===== src/rtl/cmul_datapath.sv =====
// Complex-multiply datapath: one shared signed multiplier and one add/sub unit, sequenced by external strobes.
// Optional macro CMUL_OVF_EN adds o_ovf, flagging results that do not fit in 2W signed bits.
module cmul_datapath #(
  parameter int W  = 8,
  parameter int RW = 2*W+1
) (
  input  logic                 clk,
  input  logic                 rst_n,
  input  logic                 i_ie,
  input  logic signed [W-1:0]  i_a_r,
  input  logic signed [W-1:0]  i_a_i,
  input  logic signed [W-1:0]  i_b_r,
  input  logic signed [W-1:0]  i_b_i,
  input  logic                 i_a_sel,
  input  logic                 i_b_sel,
  input  logic                 i_pp1_ce,
  input  logic                 i_pp2_ce,
  input  logic                 i_sub,
  input  logic                 i_p_r_ce,
  input  logic                 i_p_i_ce,
  output logic signed [RW-1:0] o_p_r,
  output logic signed [RW-1:0] o_p_i,
  output logic                 o_busy,
  output logic                 o_done
`ifdef CMUL_OVF_EN
  ,
  output logic                 o_ovf
`endif
);

  logic signed [W-1:0]    r_a_r, r_a_i, r_b_r, r_b_i;
  logic signed [2*W-1:0]  r_pp1, r_pp2;
  logic signed [RW-1:0]   r_p_r, r_p_i;
  logic                   r_busy, r_done;

  logic signed [W-1:0]    w_op_a, w_op_b;
  logic signed [2*W-1:0]  w_a_ext, w_b_ext, w_prod;
  logic signed [RW-1:0]   w_pp1_ext, w_pp2_ext, w_sum;
  logic                   w_start, w_finish;

  assign w_start  = i_ie && !r_busy;
  assign w_finish = i_p_i_ce && r_busy;

  // Idle: live ports, so the start-cycle ar*br product needs no captured copy.
  assign w_op_a = r_busy ? (i_a_sel ? r_a_i : r_a_r) : (i_a_sel ? i_a_i : i_a_r);
  assign w_op_b = r_busy ? (i_b_sel ? r_b_i : r_b_r) : (i_b_sel ? i_b_i : i_b_r);

  assign w_a_ext = {{W{w_op_a[W-1]}}, w_op_a};
  assign w_b_ext = {{W{w_op_b[W-1]}}, w_op_b};
  assign w_prod  = w_a_ext * w_b_ext;

  assign w_pp1_ext = {{(RW-2*W){r_pp1[2*W-1]}}, r_pp1};
  assign w_pp2_ext = {{(RW-2*W){r_pp2[2*W-1]}}, r_pp2};

  // Only a clean logic 1 subtracts; z/x fall through to the add path.
  always_comb begin
    w_sum = w_pp1_ext + w_pp2_ext;
    if (i_sub == 1'b1) w_sum = w_pp1_ext - w_pp2_ext;
  end

  always_ff @(posedge clk or negedge rst_n) begin
    if (!rst_n) begin
      r_a_r  <= '0;
      r_a_i  <= '0;
      r_b_r  <= '0;
      r_b_i  <= '0;
      r_pp1  <= '0;
      r_pp2  <= '0;
      r_p_r  <= '0;
      r_p_i  <= '0;
      r_busy <= 1'b0;
      r_done <= 1'b0;
    end else begin
      if (w_start) begin
        r_a_r  <= i_a_r;
        r_a_i  <= i_a_i;
        r_b_r  <= i_b_r;
        r_b_i  <= i_b_i;
        r_busy <= 1'b1;
      end else if (w_finish) begin
        r_busy <= 1'b0;
      end
      if (i_pp1_ce) r_pp1 <= w_prod;
      if (i_pp2_ce) r_pp2 <= w_prod;
      if (i_p_r_ce) r_p_r <= w_sum;
      if (i_p_i_ce) r_p_i <= w_sum;
      r_done <= w_finish;
    end
  end

  assign o_p_r  = r_p_r;
  assign o_p_i  = r_p_i;
  assign o_busy = r_busy;
  assign o_done = r_done;

`ifdef CMUL_OVF_EN
  logic signed [RW-1:0] w_pr_next;
  logic                 w_pr_ok, w_pi_ok, r_ovf;

  // Judge the pair as it will stand after this edge; p_i is always being loaded here.
  assign w_pr_next = i_p_r_ce ? w_sum : r_p_r;
  assign w_pr_ok   = (&w_pr_next[RW-1:2*W-1]) || !(|w_pr_next[RW-1:2*W-1]);
  assign w_pi_ok   = (&w_sum[RW-1:2*W-1])     || !(|w_sum[RW-1:2*W-1]);

  always_ff @(posedge clk or negedge rst_n) begin
    if (!rst_n)        r_ovf <= 1'b0;
    else if (w_finish) r_ovf <= !(w_pr_ok && w_pi_ok);
  end

  assign o_ovf = r_ovf;
`endif

endmodule


===== config.mk =====
export PLATFORM = sky130hd
export DESIGN_NAME = cmul_datapath
export DESIGN_NICKNAME = d
export VERILOG_FILES = /design/src/rtl/cmul_datapath.sv
export SDC_FILE = /design/constraint.sdc
export NUM_CORES = 1
export LEC_CHECK = 0
export ABC_AREA = 1
export ABC_CLOCK_PERIOD_IN_PS = 5300
export CORE_MARGIN = 3
export CORE_UTILIZATION = 25
export DETAILED_ROUTE_END_ITERATION = 6
export GPL_ROUTABILITY_DRIVEN = 0
export REMOVE_ABC_BUFFERS = 1
export SLEW_MARGIN = 20
export SYNTH_ARGS = -nofsm -noshare
export SYNTH_HDL_FRONTEND = slang
export SYNTH_SLANG_ARGS = --single-unit

===== constraint.sdc =====
create_clock -name clk -period 5.3 [get_ports clk]
set_input_delay 1.06 -clock clk [delete_from_list [all_inputs] [get_ports clk]]
set_output_delay 1.06 -clock clk [all_outputs]
set_load 0.05 [all_outputs]

==> results of run 1 <==
-- cell usage after synthesis, drive strengths merged --
| cell type | n |
|---|---|
| clkinv | 2 |
| clkbuf | 12 |
| a32oi | 12 |
| nand3 | 48 |
| a31oi | 2 |
| a21o | 2 |
| a21oi | 41 |
| or2 | 5 |
| o21ai | 71 |
| dfrtp | 100 |
| and2 | 1 |
| buf | 14 |
| xnor2 | 12 |
| o21bai | 1 |
| mux2 | 16 |
| xor2 | 15 |
| nand2 | 272 |
| nand3b | 12 |
| fa | 56 |
| nor3 | 6 |
| nor2 | 108 |
| inv | 176 |
| nand4 | 6 |
| o31ai | 1 |
| ha | 46 |
-- sequential cells by signal, summed over array words and instances (netlist names) --
name    flops
r_pp2      16
r_b_i       8
o_p_i      17
o_p_r      17
r_a_r       8
o_busy      1
r_b_r       8
r_pp1      16
o_done      1
r_a_i       8
-- what timing repair did --
action,in CTS,in global routing
hold buffers,0,0
setup endpoints to repair,18,18
gates resized for setup,58,176
pin swaps,23,97
setup buffers,7,21
-- worst min-delay path by stage --
stage                          startpoint               endpoint  slack (ns)
finish               o_p_i[1]$_DFFE_PN0P_   o_p_i[1]$_DFFE_PN0P_        0.48
global route         o_p_i[1]$_DFFE_PN0P_   o_p_i[1]$_DFFE_PN0P_        0.50
CTS                  o_p_r[1]$_DFFE_PN0P_   o_p_r[1]$_DFFE_PN0P_        0.48
detailed placement   o_p_r[1]$_DFFE_PN0P_   o_p_r[1]$_DFFE_PN0P_        0.46
global placement    o_p_i[10]$_DFFE_PN0P_  o_p_i[10]$_DFFE_PN0P_        0.46
floorplan            r_a_r[0]$_DFFE_PN0P_   r_a_r[0]$_DFFE_PN0P_        0.45
-- metal layers --
metal	vias up	GRT usage, %	wire length (µm)
met2	122	20.8	9740
met5	-	0	0
li1	3578	-	-
met4	0	2.32	253
met1	3358	15.5	9580
met3	19	1.74	637
-- worst reg2reg max path, delay by kind of cell, from the launching register on --
kind,cells,cell delay (ns)
AOI/OAI and AO/OA,5,0.68
adders and majority gates,5,2.18
DFF,1,0.39
buffers and inverters,7,1.00
and+or+nand+nor,4,0.46
-- through the flow --
step | setup TNS (ns) | util (%) | instances | cell area, µm² | hold WS, ns
after floorplan | -0.00413 | - | 1011 | 7930 | 0.448
after global placement | -12.25 | 30.9 | 1565 | 9790 | 0.461
after detailed placement | -13.95 | 30.9 | 1565 | 9790 | 0.464
after CTS | -0.0657 | 32.7 | 1587 | 10400 | 0.483
after global routing | -0.441 | 34.9 | 1607 | 11100 | 0.503
final | 0 | 34.9 | 1607 | 11100 | 0.478
-- area by class of cell --
| cell class | instances | area share, % |
|---|---|---|
| sequential | 100 | 22.6 |
| tap | 402 | 4.54 |
| timing repair buffer | 178 | 14.8 |
| clock buffer | 9 | 2.03 |
| clock inverter | 7 | 0.926 |
| inverter | 178 | 6.14 |
| multi-input combinational | 733 | 49.0 |
-- logic make-up (layout without fill, tap and decap cells) --
group | Yosys count | in the layout | synth area share, %
and+or+nand+nor | 458 | 458 | 23.2
DFF | 100 | 100 | 31.0
xor gates and xnor gates | 27 | 27 | 2.92
adders and majority gates | 102 | 102 | 21.0
buffers and inverters | 204 | 372 | 10.2
AOI/OAI and AO/OA | 130 | 130 | 9.59
muxes | 16 | 16 | 2.23
==> flow_summary.ini, run 1 <==
[synth]
yosys.area.top_type = dfrtp_1
synth_top_area_share_pct = 31.0
syn_inst = 1037
yosysUniqueCellTypes = 33
synthesis.area_um2 = 8090
ys_ff_latch = 100
ys_warn_count = 0
yosysSeqAreaShare_pct = 31.0
synth_area_leaders = dfrtp_1 (31%), fa_1 (14%), nand2_1 (13%)
avgSynthCellArea_um2 = 7.80

[detailed_routing]
drtIter0Drc = 288
detailedRoute.firstPassIterationCount = 5
wl_um = 20200
vias_per_cell = 4.40
vias = 7077
post_drt_wl_per_cell_um = 12.6
drc = 0
drt.antenna.violating_nets = 0

[clocking]
cts_sinks = 100
cts_tree = yes
htreeDepth = 3
clkSlewWorstSetupHoldPaths_ns = 0.08
clk_latency_ns = 0.36
root_buffer = clkbuf_16
cts.path.max_buffers = 2
numCtsBuffers = 9

[worst_hold_path]
hold_depth = 2
hold_path.class = register to register

[die]
fp.dieH_um = 186
ios = 78
rows = 65
start_util_pct = 25.5
die_w_um = 186
dieArea_um2 = 34500
coreArea_um2 = 31700

[critical_path]
cp-end-kind = register
crit_buf_inv = 8
required_ns = 5.51
worstPathMaxFanout = 3
crit_arrival_ns = 5.41
critPathLaunchType = input port
r2r_slack_ns = 0.44
slowest_delay_ns = 0.53
crit_family = adder cells
cp_cell_sequence = clkdlybuf4s50_1 > inv_1 > nor2_1 > inv_1 > a32oi_4 > buf_4 > nand2_1 > fa_1 > inv_1 > fa_1 > fa_1 > inv_2 > fa_1 > inv_2 > ha_4 > buf_6 > nand2_4 > o21ai_2 > a21o_1 > or2_1 > nand3_1 > o21ai_1
crit_slowest_cell = fa_1
endpoint = r_pp2[10]$_DFFE_PN0P_
critical_path_depth = 22
reg2reg_to = r_pp2[10]$_DFFE_PN0P_
r2r_start = o_busy$_DFFE_PN0P_
crit_start = i_a_r[4]
rr_worst_depth = 21
timing_worst_setup_path_type = input port to register
cp_common_cell = fa_1

[cells_and_area]
final_common_cell = nand2_1
seq_area_um2 = 2500
antennaDiodeCount = 0
drive_gt1_share_pct = 24.7
final_cell_mix = nand2_1 (254), inv_1 (135), dfrtp_1 (100)
fillers = 3264
nNetsFinal = 1344
multi_input_area_um2 = 5430
synthToLayoutAreaGrowth_pct = 37.1

[sta]
relSlewSlack_pct = 37.9
fmax_mhz = 192
setup_ws_ns = 0.101
max_slew.worst_pin.slew_ns = 0.928
period_share_pct = 98.1
hold_violations = 0
finClkSkew_ns = 0.0168
finalSetupViolations = 0
final_max_slew_viol_count = 0
rsz0062_at_grt = true
min_period_ns = 5.20

[global_routing]
grt_usage_pct = 11.8
grt_overflow = 0
grt_pass1_vias = 7269
grt_first_pass_wirelength_um = 33900
antenna_found_initial = 0
grt_max_degree = 62

[run]
drv_cap = 0

[placement]
io_buffers = 77
dp_slack_ns = -0.865
dp_hpwl_um = 15200

[status]
status = complete, no violations
Power of run 1 is not shown: default switching activity piles up to over one toggle a cycle in this logic, so the estimate is an artifact.
==> inputs of run 2 (changes only) <==
- DONT_BUFFER_PORTS: default -> 1
- SKIP_LAST_GASP: default -> 1
==> flow_summary.ini, run 2 (synthesized netlist as in run 1, its figures left out) <==
[status]
status = complete, no violations

[die]
coreArea_um2 = 31700
dieArea_um2 = 34500
start_util_pct = 25.5
die_w_um = 186
rows = 65
fp.dieH_um = 186
ios = 78

[cells_and_area]
antennaDiodeCount = 0
fin_area_um2 = 9150
final_cell_mix = nand2_1 (272), inv_1 (164), nor2_1 (107)
drive_gt1_share_pct = 10.5
nNetsFinal = 1216
fillers = 3391
final_common_cell = nand2_1
synthToLayoutAreaGrowth_pct = 13.2

[placement]
io_buffers = 0
dpl-instance-area_um2 = 8810
dp_hpwl_um = 14900

[detailed_routing]
drtIter0Drc = 393
vias_per_cell = 4.43
drt.antenna.violating_nets = 0
drc = 0
vias = 6556
post_drt_wl_per_cell_um = 12.6
wl_um = 18700
detailedRoute.firstPassIterationCount = 5

[global_routing]
grt_first_pass_wirelength_um = 31800
grt_max_degree = 101
groute.layer.met3.usage_pct = 2.81
grt_use_met2_pct = 19.2
grt_usage_pct = 11.4
top_usage_layer = met2
use_met1_pct = 14.8
antenna_found_initial = 0
grt_pass1_vias = 6514
grt_overflow = 0

[clocking]
htreeDepth = 3
cts.path.max_buffers = 2
root_buffer = clkbuf_16
clk_latency_ns = 0.36
cts_sinks = 100
clkSlewWorstSetupHoldPaths_ns = 0.07
numCtsBuffers = 9
cts_resized = 0
cts_tree = yes
cts_hold_buf = 0
cts_setup_buffers = 0

[critical_path]
cp-end-kind = register
crit_arrival_ns = 5.27
rr_worst_depth = 21
required_ns = 5.54
r2r_slack_ns = 0.40
timing_worst_setup_path_type = input port to register
reg2reg_to = r_pp2[11]$_DFFE_PN0P_
worstPathMaxFanout = 25
critPathLaunchType = input port
r2r_start = o_busy$_DFFE_PN0P_

[sta]
finClkSkew_ns = 0.00909
min_period_ns = 5.03
final_max_slew_viol_count = 0
finalSetupViolations = 0
fmax_mhz = 199
rsz0062_at_grt = false
period_share_pct = 94.9
hold_violations = 0
hold_ws_ns = 0.391
relSlewSlack_pct = 51.9
max_slew.worst_pin.slew_ns = 0.720

[run]
drv_cap = 0

[worst_hold_path]
hold_path.class = input port to async pin
-- run 2: critical path, cell delays in order --
cell and delay [ns]:
inv_2 0.12, nand2_1 0.09, a32oi_2 0.24, buf_4 0.19
inv_2 0.04, nor2_1 0.14, fa_1 0.47, fa_1 0.54
fa_1 0.54, inv_1 0.05, fa_1 0.52, inv_1 0.04
ha_1 0.31, buf_4 0.16, nand2_1 0.11, nor2_1 0.08
nand2_1 0.07, nand2_1 0.06, or2_2 0.28, nand3_1 0.07
o21ai_0 0.08
-- run 2: area by class of cell --
cell class / count / area [µm²] / area share [%]
clock buffer: 11 / 243 / 2.65
clock inverter: 5 / 66.3 / 0.725
sequential: 100 / 2500 / 27.3
multi-input combinational: 733 / 4790 / 52.3
timing repair buffer: 50 / 375 / 4.10
inverter: 178 / 674 / 7.37
tap: 402 / 503 / 5.50
-- run 2: worst max-delay path by stage --
| stage | start | endpoint | slack [ns] | depth (start not counted) |
|---|---|---|---|---|
| 2_1_floorplan | i_b_sel | r_pp2[10]$_DFFE_PN0P_ | -0.004 | 20 |
| 3_3_place_gp | i_a_sel | r_pp2[13]$_DFFE_PN0P_ | -0.12 | 23 |
| 3_5_place_dp | i_b_sel | r_pp2[11]$_DFFE_PN0P_ | -0.19 | 20 |
| 4_1_cts | i_b_sel | r_pp2[11]$_DFFE_PN0P_ | 0.19 | 20 |
| 5_1_grt | i_b_sel | r_pp2[13]$_DFFE_PN0P_ | 0.002 | 22 |
| 6_report | i_a_sel | r_pp2[11]$_DFFE_PN0P_ | 0.27 | 21 |
-- run 2: through the flow --
stage / std cells / TNS, ns / utilization, % / setup WS [ns]
floorplan: 1011 / -0.00413 / - / -0.00413
global placement: 1463 / -0.725 / 27.8 / -0.119
detailed placement: 1463 / -1.22 / 27.8 / -0.186
CTS: 1479 / 0 / 28.8 / 0.191
global route: 1479 / 0 / 28.8 / 0.00216
finish: 1479 / 0 / 28.8 / 0.271
-- run 2: routing by layer --
| layer | wire (µm) | vias to the layer above |
|---|---|---|
| met5 | 0 | - |
| met4 | 191 | 0 |
| met3 | 1020 | 12 |
| met2 | 8640 | 131 |
| met1 | 8860 | 3100 |
| li1 | - | 3313 |
Power of run 2 is left out for the same reason.
